**config.mk**
```make
export PLATFORM = sky130hd
export DESIGN_NAME = uart_tx_arbiter
export DESIGN_NICKNAME = d
export VERILOG_FILES = /design/src/rtl/uart_tx_arbiter.sv
export SDC_FILE = /design/constraint.sdc
export NUM_CORES = 1
export LEC_CHECK = 0
export BUFFER_PORTS_ARGS = -buffer_cell sky130_fd_sc_hd__buf_2
export CORE_UTILIZATION = 45
export CTS_CLUSTER_SIZE = 12
export DETAILED_ROUTE_END_ITERATION = 10
export HOLD_SLACK_MARGIN = 0.03
export PLACE_DENSITY_LB_ADDON = 0.1
export SETUP_SLACK_MARGIN = 0.02
export SYNTH_ARGS = -nofsm -noshare
export SYNTH_HDL_FRONTEND = slang
export SYNTH_SLANG_ARGS = --single-unit
```
**constraint.sdc**
```tcl
create_clock -name clk -period 3.12 [get_ports clk]
set_clock_uncertainty 0.1 [all_clocks]
set_input_delay 0.312 -clock clk [delete_from_list [all_inputs] [get_ports clk]]
set_output_delay 0.312 -clock clk [all_outputs]
set_load 0.005 [all_outputs]
```
**src/rtl/uart_tx_arbiter.sv**
```systemverilog
// Round-robin arbiter sharing one async_transmitter among three byte-stream requesters.
// A grant is held for a whole packet; a stalled packet is abandoned after GAP_TIMEOUT idle cycles.
module uart_tx_arbiter #(
  parameter logic [15:0] GAP_TIMEOUT = 16'd1000
) (
  input  logic        clk,
  input  logic        rst_n,
  input  logic [2:0]  req,
  input  logic [23:0] req_data,
  input  logic [2:0]  req_last,
  output logic [2:0]  ack,
  output logic [2:0]  grant,
  output logic        tx_start,
  output logic [7:0]  tx_data,
  input  logic        tx_busy,
  output logic        abort
);

  typedef enum logic [1:0] {IDLE, SEND, WAIT} state_t;

  // The tx_start cycle is the first of the two guard cycles, so only one WAIT cycle is loaded.
  localparam int unsigned GUARD_CYCLES = 2;
  localparam logic [1:0]  GUARD_LOAD   = 2'(GUARD_CYCLES - 1);

  state_t      state_reg, state_next;
  logic [2:0]  grant_reg, grant_next;
  logic [1:0]  owner_reg, owner_next;
  logic [1:0]  last_owner_reg, last_owner_next;
  logic        last_flag_reg, last_flag_next;
  logic [15:0] gap_reg, gap_next;
  logic [1:0]  guard_reg, guard_next;
  logic [7:0]  data_reg, data_next;

  logic [7:0]  req_byte [3];
  logic [7:0]  sel_byte;
  logic        owner_req, owner_last, send_fire;
  logic        pick_valid;
  logic [1:0]  pick_idx, cand;

  for (genvar gi = 0; gi < 3; gi++) begin : g_slice
    assign req_byte[gi] = req_data[8*gi +: 8];
  end

  assign owner_req  = |(req & grant_reg);
  assign owner_last = |(req_last & grant_reg);
  assign send_fire  = (state_reg == SEND) && owner_req;

  always_comb begin
    sel_byte = '0;
    for (int k = 0; k < 3; k++) begin
      sel_byte = sel_byte | (req_byte[k] & {8{grant_reg[k]}});
    end
  end

  // Round-robin search starting just after the previous owner.
  always_comb begin
    pick_valid = 1'b0;
    pick_idx   = 2'd0;
    cand       = (last_owner_reg == 2'd2) ? 2'd0 : last_owner_reg + 2'd1;
    for (int k = 0; k < 3; k++) begin
      if (!pick_valid && req[cand]) begin
        pick_valid = 1'b1;
        pick_idx   = cand;
      end
      cand = (cand == 2'd2) ? 2'd0 : cand + 2'd1;
    end
  end

  // The byte is forwarded straight through on the start cycle, then held by data_reg.
  assign tx_start = send_fire;
  assign ack      = send_fire ? grant_reg : 3'b000;
  assign tx_data  = send_fire ? sel_byte : data_reg;
  assign abort    = (state_reg == SEND) && !owner_req && (gap_reg == GAP_TIMEOUT - 16'd1);
  assign grant    = grant_reg;

  always_comb begin
    state_next      = state_reg;
    grant_next      = grant_reg;
    owner_next      = owner_reg;
    last_owner_next = last_owner_reg;
    last_flag_next  = last_flag_reg;
    gap_next        = gap_reg;
    guard_next      = guard_reg;
    data_next       = data_reg;
    case (state_reg)
      IDLE: begin
        grant_next = 3'b000;
        gap_next   = '0;
        if (pick_valid) begin
          grant_next = 3'b001 << pick_idx;
          owner_next = pick_idx;
          state_next = SEND;
        end
      end
      SEND: begin
        if (owner_req) begin
          data_next      = sel_byte;
          last_flag_next = owner_last;
          gap_next       = '0;
          guard_next     = GUARD_LOAD;
          state_next     = WAIT;
        end else if (gap_reg == GAP_TIMEOUT - 16'd1) begin
          grant_next      = 3'b000;
          last_owner_next = owner_reg;
          gap_next        = '0;
          state_next      = IDLE;
        end else begin
          gap_next = gap_reg + 16'd1;
        end
      end
      WAIT: begin
        if (guard_reg != 2'd0) begin
          guard_next = guard_reg - 2'd1;
        end else if (!tx_busy) begin
          if (last_flag_reg) begin
            grant_next      = 3'b000;
            last_owner_next = owner_reg;
            state_next      = IDLE;
          end else begin
            state_next = SEND;
          end
        end
      end
      default: state_next = IDLE;
    endcase
  end

  always_ff @(posedge clk or negedge rst_n) begin
    if (!rst_n) begin
      state_reg      <= IDLE;
      grant_reg      <= 3'b000;
      owner_reg      <= 2'd0;
      last_owner_reg <= 2'd2;
      last_flag_reg  <= 1'b0;
      gap_reg        <= '0;
      guard_reg      <= 2'd0;
      data_reg       <= 8'h00;
    end else begin
      state_reg      <= state_next;
      grant_reg      <= grant_next;
      owner_reg      <= owner_next;
      last_owner_reg <= last_owner_next;
      last_flag_reg  <= last_flag_next;
      gap_reg        <= gap_next;
      guard_reg      <= guard_next;
      data_reg       <= data_next;
    end
  end

endmodule

```
==> results.sh, run 1 <==
export IMPL_status="complete, but fails checks"
export IMPL_violations="hold timing"
export IMPL_power_total_uw=1871
export IMPL_initial_core_util_pct=46.97
export IMPL_clk_latency_ns=0.29
export IMPL_cp_top_family="simple AND/OR/NAND/NOR gates"
export IMPL_mostFrequentLayoutCells="48 x buf_2, 35 x dfrtp_1, 25 x nand2_1"
export IMPL_die_y_um=69.65
export IMPL_path_max_fanout=18
export IMPL_setup_viol=0
export IMPL_drt_iter0_drc=127
export IMPL_synth_seq_cells=36
export IMPL_use_met1_pct=28.29
export IMPL_portBuffers=48
export IMPL_cts_setup_buffers=0
export IMPL_seqPwrFrac_pct=36.9
export IMPL_first_global_vias=1704
export IMPL_arrival_ns=2.28
export IMPL_worstSetupStartpointType="register"
export IMPL_antenna_left=0
export IMPL_end_kind="primary output"
export IMPL_slowest_delay_ns=0.53
export IMPL_core_area_um2=4384
export IMPL_syn_to_final_growth_pct=19.32
export IMPL_grt_pass1_wl_mm=7.893
export IMPL_met2_usage_pct=31.39
export IMPL_grt_max_degree=37
export IMPL_clk_pin_slew_worst_paths_ns=0.08
export IMPL_required_ns=2.71
export IMPL_h_tree_depth=2
export IMPL_p_per_area_nw_per_um2=761.4
export IMPL_path_cells="a222oi_1, buf_4, nand2b_1, inv_1, and2_1, buf_2"
export IMPL_fp_dieW_um=69.65
export IMPL_ys_types=45
export IMPL_antenna_cells=0
export IMPL_antenna_found_initial=0
export IMPL_routed_via_count=1844
export IMPL_wirelength_mm=4.588
export IMPL_yosysSeqAreaShare_pct=43.80
export IMPL_fin_crit_sh_pct=86.25
export IMPL_cts_tree="built"
export IMPL_synth_cells=225
export IMPL_worst_pin_slew_ns=0.7946
export IMPL_peakVddDrop_mv=0.4294
export IMPL_drv_slew=0
export IMPL_synth_top_cell_by_area="dfrtp_1"
export IMPL_hpwl_mm=3.269
export IMPL_ys_flop_type="dfrtp_1"
export IMPL_syn_nets=265
export IMPL_synthArstFlopShare_pct=100.0
export IMPL_yosysTopAreaCellShare_pct=42.53
export IMPL_cts_resized=0
export IMPL_wl_per_cell_um=13.95
export IMPL_grtUsageTotal_pct=20.50
export IMPL_final_min_clock_period_ns=2.691
export IMPL_clk_path_buf_depth=2
export IMPL_fin_setup_tns_ns=0
export IMPL_placement_rows=24
export IMPL_slowest_stage="dfrtp_1"
export IMPL_ys_warn_count=0
export IMPL_p_leak_uw=0.001115
export IMPL_rsz0062_at_grt="no"
export IMPL_numCtsBuffers=5
export IMPL_dp_cells=321
export IMPL_syn_area_um2=2059
export IMPL_overflow=0
export IMPL_gp_congestion=0.7847
export IMPL_p_int_uw=1111
export IMPL_avgSynthCellArea_um2=9.153
export IMPL_path_class="reg -> out"
export IMPL_clock_sinks=36
export IMPL_nets=316
export IMPL_io_pins=49
export IMPL_setup_ws_ns=0.4289
export IMPL_comb_power_share_pct=44.5
export IMPL_netSwitchingFraction_pct=40.60
export IMPL_final_hold_viol_count=1
export IMPL_root_buffer="clkbuf_8"
export IMPL_p_switching_uw=759.5
export IMPL_layout_cells_non_filler=329
export IMPL_p_clk_share_pct=18.7
export IMPL_synth_edf_count=0
export IMPL_drc=0
export IMPL_place_ws_ns=0.7280
export IMPL_crit_buf_inv=3
export IMPL_drt_pass1_iter_count=6
export IMPL_drt_vias_per_instance=5.605
export IMPL_final_common_cell="buf_2"
export IMPL_busiest_layer="met2"
export IMPL_largest_reg_flops=16
export IMPL_die_area_um2=4851
export IMPL_drive_above_1_share_pct=24.55
export IMPL_clock_fmax_mhz=371.6
export IMPL_hold_ws_ns=-0.0004010
export IMPL_ctsHoldBuffers=0
export IMPL_synth_area_leaders="dfrtp_1 43%, o21ai_0 5.6%, a222oi_1 4.9%"
export IMPL_cap_violations=0
export IMPL_hold_path_class="in -> async"
export IMPL_relSlewSlack_pct=47.03
export IMPL_gr_usage_met3_pct=4.651
[cell families after synthesis]
logic type	count (synthesis)	synth area share (%)
buf+inv	20	3.645
simple gates	91	23.27
compound gates	60	19.62
flops	36	43.80
xor+xnor	6	2.552
mux	5	2.855
fa+ha+maj	7	4.253
[worst reg2reg max path: cells and delay by family (launching register included)]
family | cells | cell delay [ns]
flip-flops | 1 | 0.41
AND/OR/NAND/NOR | 3 | 1.45
AO/OA/AOI/OAI | 2 | 0.31
[layer usage]
metal	vias up	wire length [um]	part of all wire [%]
met3	5	167	3.6
met5	-	0	0
met4	0	61	1.3
met1	875	2278	50
met2	37	2081	45
li1	927	-	-
[per-stage QoR]
step,instance area (um^2),utilization [%]
after floorplan,2059,-
after global placement,2365,53.94
after detailed placement,2365,53.94
after CTS,2457,56.05
after global routing,2457,56.05
final,2457,56.05
[synthesized netlist by cell type, types with 2 or more instances]
| cell | n |
|---|---|
| dfrtp_1 | 35 |
| nand2_1 | 25 |
| o21ai_0 | 23 |
| nor2_1 | 18 |
| inv_1 | 12 |
| nand3_1 | 11 |
| a222oi_1 | 10 |
| a21oi_1 | 8 |
| clkbuf_1 | 8 |
| ha_1 | 7 |
| nor3_1 | 7 |
| a31oi_1 | 4 |
| and2_1 | 4 |
| xor2_1 | 4 |
| and3_1 | 3 |
| nand2b_1 | 3 |
| nand4_1 | 3 |
| o31ai_1 | 3 |
| or3_1 | 3 |
| a22o_1 | 2 |
| mux2_1 | 2 |
| nand4bb_1 | 2 |
| nor2b_1 | 2 |
| nor4_1 | 2 |
| o21a_1 | 2 |
| o22a_1 | 2 |
| xnor2_1 | 2 |
[power by group through the flow]
stage | clock [uW] | sequential (uW) | combinational (uW)
floorplan | 0 | 642 | 605
global placement | 0 | 695 | 833
detailed placement | 0 | 698 | 834
CTS | 359 | 689 | 838
global route | 373 | 711 | 942
finish | 350 | 690 | 832
[path summary, 6_finish.rpt]
path / from / endpoint / slack, ns / cells past startpoint
min reg2reg: data_reg[0] / data_reg[0] / 0.39 / 2
min in group clk: req_last[2] / last_flag_reg / 0.26 / 3
max in group asynchronous: rst_n / gap_reg[7] / 2.41 / 1
min: rst_n / owner_reg[1] / -0.0004 / 1
max reg2reg: gap_reg[14] / last_owner_reg[0] / 0.76 / 5
max: grant[0] / ack[0] / 0.43 / 6
[final cells by class]
class | instances | area [um^2]
Fill cell | 388 | 1927
Clock inverter | 2 | 10.01
Tap cell | 52 | 65.06
Multi-Input combinational cell | 169 | 1082
Sequential cell | 36 | 902.1
Inverter | 12 | 45.04
Clock buffer | 6 | 82.58
Timing Repair Buffer | 52 | 270.3
Power figures use the tool's default switching activity.
==> run 2: changes to the inputs <==
==> constraint.sdc (replaced) <==
create_clock -name clk -period 3.12 [get_ports clk]
set_clock_uncertainty 0.1 [all_clocks]
set_input_delay 0.312 -clock clk [delete_from_list [all_inputs] [get_ports clk]]
set_output_delay 0.312 -clock clk [all_outputs]
set_load 0.02 [all_outputs]
==> results.sh, run 2 (same netlist as run 1, synthesis figures left out) <==
export IMPL_status="completed"
export IMPL_fin_crit_sh_pct=87.55
export IMPL_multi_input_area_um2=1082
export IMPL_clk_path_buf_depth=2
export IMPL_cap_violations=0
export IMPL_fillers=408
export IMPL_required_ns=2.71
export IMPL_clock_sinks=36
export IMPL_setup_viol=0
export IMPL_rsz0062_at_grt="no"
export IMPL_setup_worst_path_start="grant[0]"
export IMPL_path_class="reg -> out"
export IMPL_portBuffers=48
export IMPL_clk_pin_slew_worst_paths_ns=0.07
export IMPL_power_total_uw=1962
export IMPL_drive_above_1_share_pct=24.55
export IMPL_p_leak_uw=0.001115
export IMPL_core_area_um2=4384
export IMPL_relSlewSlack_pct=45.52
export IMPL_drt_iter0_drc=118
export IMPL_first_global_vias=1816
export IMPL_fin_setup_tns_ns=0
export IMPL_antenna_cells=0
export IMPL_clk_latency_ns=0.30
export IMPL_nets=316
export IMPL_wirelength_mm=4.776
export IMPL_antenna_found_initial=0
export IMPL_die_area_um2=4851
export IMPL_ctsHoldBuffers=0
export IMPL_hpwl_mm=3.348
export IMPL_timing_reg2reg_worst_path_depth=5
export IMPL_final_min_clock_period_ns=2.732
export IMPL_die_y_um=69.65
export IMPL_grtUsageTotal_pct=21.40
export IMPL_initial_core_util_pct=46.97
export IMPL_final_hold_viol_count=0
export IMPL_io_pins=49
export IMPL_end_kind="primary output"
export IMPL_fp_dieW_um=69.65
export IMPL_grt_pass1_wl_mm=8.293
export IMPL_ff2ff_setup_slack_ns=0.73
export IMPL_cts_resized=0
export IMPL_seqCellArea_um2=902.1
export IMPL_root_buffer="clkbuf_8"
export IMPL_crit_path_end="ack[0]"
export IMPL_mostFrequentLayoutCells="48 x buf_2, 35 x dfrtp_1, 25 x nand2_1"
export IMPL_final_common_cell="buf_2"
export IMPL_r2r_end="gap_reg[15]"
export IMPL_cts_setup_buffers=0
export IMPL_worst_pin_slew_ns=0.8172
export IMPL_drt_vias_per_instance=5.653
export IMPL_gp_congestion=0.7826
export IMPL_antenna_left=0
export IMPL_overflow=0
export IMPL_drc=0
export IMPL_hold_path_class="in -> async"
export IMPL_syn_to_final_growth_pct=19.32
export IMPL_h_tree_depth=2
export IMPL_hold_ws_ns=0.006376
export IMPL_wl_per_cell_um=14.52
export IMPL_clock_fmax_mhz=366.1
export IMPL_drt_pass1_iter_count=4
export IMPL_rr_startpoint="gap_reg[14]"
export IMPL_grt_max_degree=37
export IMPL_path_max_fanout=18
export IMPL_worstSetupStartpointType="register"
export IMPL_routed_via_count=1860
export IMPL_p_per_area_nw_per_um2=798.3
export IMPL_cts_tree="built"
export IMPL_numCtsBuffers=5
export IMPL_arrival_ns=2.32
export IMPL_final_core_util_pct=56.05
export IMPL_largest_reg_flops=16
export IMPL_placement_rows=24
export IMPL_drv_slew=0
export IMPL_peakVddDrop_mv=0.4532
run 2: cell counts in the layout (fill, tap and decap cells not counted):
No cell type changed its count.
run 2: cell type report:
class,instances,share of cell area [%]
multi-input cells,169,44.04
clock buffers,6,3.360
repair buffers,52,11.00
inverters,12,1.833
well taps,52,2.648
clock inverters,2,0.4073
flip-flops and latches,36,36.71
run 2: worst max-delay path, cell delays in order (launching register included):
cell and delay (ns):
dfrtp_1 0.52, a222oi_1 0.38, buf_4 0.18, nand2b_1 0.45
inv_1 0.15, and2_1 0.19, buf_2 0.15
run 2: stage by stage:
step,setup slack (ns),cells,area [um^2]
final,0.3885,329,2457
after global routing,0.1525,329,2457
after CTS,0.3546,329,2457
after detailed placement,0.6797,321,2365
after global placement,0.7375,321,2365
after floorplan,0.8510,225,2059
run 2: metal layers:
metal	up-vias	GRT usage [%]	routed length [um]
met1	880	29.81	2336
li1	929	-	-
met4	0	7.333	64
met3	6	5.523	222
met2	45	32.36	2151
met5	-	0	0
run 2: worst min path at each step:
stage,startpoint,endpoint,slack [ns],depth (start not counted)
4_1_cts,rst_n,state_reg[0],0.03,1
6_report,rst_n,gap_reg[2],0.006,1
3_3_place_gp,rst_n,gap_reg[2],0.36,1
5_1_grt,rst_n,state_reg[0],0.07,1
2_1_floorplan,rst_n,data_reg[0],-0.08,0
3_5_place_dp,rst_n,guard_reg[0],0.36,1
run 2: power by group:
group,internal (uW),total (uW),switching (uW)
Combinational,365,918,553
Clock,176,352,176
Sequential,571,692,120
Total,1110,1960,849
==> run 3: changes to the inputs <==
--- a/config.mk
+++ b/config.mk
@@ -6,7 +6,9 @@
 export NUM_CORES = 1
 export LEC_CHECK = 0
 export BUFFER_PORTS_ARGS = -buffer_cell sky130_fd_sc_hd__buf_2
-export CORE_UTILIZATION = 45
+export CELL_PAD_IN_SITES_DETAIL_PLACEMENT = 1
+export CELL_PAD_IN_SITES_GLOBAL_PLACEMENT = 2
+export CORE_UTILIZATION = 32
 export CTS_CLUSTER_SIZE = 12
 export DETAILED_ROUTE_END_ITERATION = 10
 export HOLD_SLACK_MARGIN = 0.03
==> results.sh, run 3 (same netlist as run 1, synthesis figures left out) <==
export IMPL_grt_pass1_wl_mm=9.032
export IMPL_cts_resized=0
export IMPL_drt_vias_per_instance=5.335
export IMPL_rr_startpoint="gap_reg[14]"
export IMPL_cap_violations=0
export IMPL_power_total_uw=1999
export IMPL_final_min_clock_period_ns=2.624
export IMPL_io_pins=49
export IMPL_drc=0
export IMPL_placement_rows=28
export IMPL_h_tree_depth=2
export IMPL_top_layer_used="met4"
export IMPL_fillers=751
export IMPL_clock_fmax_mhz=381.1
export IMPL_end_kind="primary output"
export IMPL_worst_pin_slew_ns=0.8239
export IMPL_cts_setup_buffers=0
export IMPL_final_common_cell="buf_2"
export IMPL_setup_viol=0
export IMPL_met3WireLength_um=202
export IMPL_relSlewSlack_pct=45.07
export IMPL_antenna_found_initial=0
export IMPL_path_class="reg -> out"
export IMPL_drv_slew=0
export IMPL_fin_setup_tns_ns=0
export IMPL_timing_reg2reg_worst_path_depth=5
export IMPL_hold_ws_ns=0.002691
export IMPL_syn_to_final_growth_pct=20.72
export IMPL_drt_iter0_drc=99
export IMPL_die_area_um2=6761
export IMPL_portBuffers=48
export IMPL_wl_met1_mm=2.696
export IMPL_grt_max_degree=37
export IMPL_required_ns=2.71
export IMPL_overflow=0
export IMPL_antenna_cells=0
export IMPL_core_area_um2=6061
export IMPL_ff2ff_setup_slack_ns=0.74
export IMPL_status="completed"
export IMPL_die_y_um=82.23
export IMPL_mostFrequentLayoutCells="48 x buf_2, 35 x dfrtp_1, 25 x nand2_1"
export IMPL_fin_crit_sh_pct=84.10
export IMPL_nets=316
export IMPL_clk_path_buf_depth=2
export IMPL_p_per_area_nw_per_um2=803.9
export IMPL_ctsHoldBuffers=0
export IMPL_fp_dieW_um=82.23
export IMPL_initial_core_util_pct=33.98
export IMPL_arrival_ns=2.21
export IMPL_grtUsageTotal_pct=18.06
export IMPL_routed_via_count=1878
export IMPL_numCtsBuffers=5
export IMPL_clk_pin_slew_worst_paths_ns=0.07
export IMPL_dr_wl_met2_mm=2.598
export IMPL_largest_reg_flops=16
export IMPL_r2r_end="last_owner_reg[0]"
export IMPL_final_hold_viol_count=0
export IMPL_cts_tree="built"
export IMPL_path_max_fanout=13
export IMPL_worstSetupStartpointType="register"
export IMPL_wl_per_cell_um=15.82
export IMPL_rsz0062_at_grt="no"
export IMPL_hpwl_mm=4.153
export IMPL_hold_path_class="in -> async"
export IMPL_antenna_left=0
export IMPL_wirelength_mm=5.568
export IMPL_root_buffer="clkbuf_8"
export IMPL_drt_pass1_iter_count=5
export IMPL_clock_sinks=36
export IMPL_p_leak_uw=0.001115
export IMPL_clk_latency_ns=0.29
export IMPL_first_global_vias=1757
export IMPL_peakVddDrop_mv=0.3512
export IMPL_gp_congestion=0.7561
export IMPL_drive_above_1_share_pct=24.55
-- run 3: cell counts in the layout (fill, tap and decap cells not counted) --
No cell type changed its count.
-- run 3: power by group --
part / switching [uW] / internal (uW)
Sequential: 121 / 571
Clock: 174 / 176
Combinational: 589 / 367
-- run 3: area by class of cell --
cell class / count / area, um^2 / share of cell area (%)
multi-input combinational: 169 / 1082 / 43.53
sequential: 36 / 902.1 / 36.29
timing repair buffer: 52 / 270.3 / 10.87
tap: 75 / 93.84 / 3.775
clock buffer: 6 / 82.58 / 3.322
inverter: 12 / 45.04 / 1.812
clock inverter: 2 / 10.01 / 0.4026
-- run 3: critical path, cell delays in order (launching register included) --
cell      delay (ns)
dfrtp_1         0.52
a222oi_1        0.46
nand2b_1        0.32
buf_4           0.23
nand2_1         0.06
o21ai_0         0.11
buf_2           0.22
-- run 3: worst max path at each step --
stage / startpoint / end / cells after the start
CTS: grant[0] / tx_data[2] / 6
finish: grant[0] / tx_data[5] / 6
global placement: grant[0] / tx_data[5] / 6
floorplan: grant[0] / state_reg[0] / 5
detailed placement: grant[0] / tx_data[5] / 6
global route: state_reg[1] / tx_data[5] / 6
-- run 3: through the flow --
step | worst slack (ns) | cell area (um^2) | cells | util [%]
3_5_place_dp | 0.4739 | 2386 | 343 | 39.37
4_1_cts | 0.1626 | 2479 | 351 | 40.90
2_1_floorplan | 0.8510 | 2059 | 225 | -
3_3_place_gp | 0.6235 | 2386 | 343 | 39.37
5_1_grt | 0.2657 | 2486 | 352 | 41.02
6_report | 0.4960 | 2486 | 352 | 41.02
-- run 3: per-layer routing --
layer  up-vias  global-route usage, %
li1        935                      -
met1       903                  24.44
met2        32                  28.76
met3         8                  3.297
met4         0                  6.316
met5         -                      0
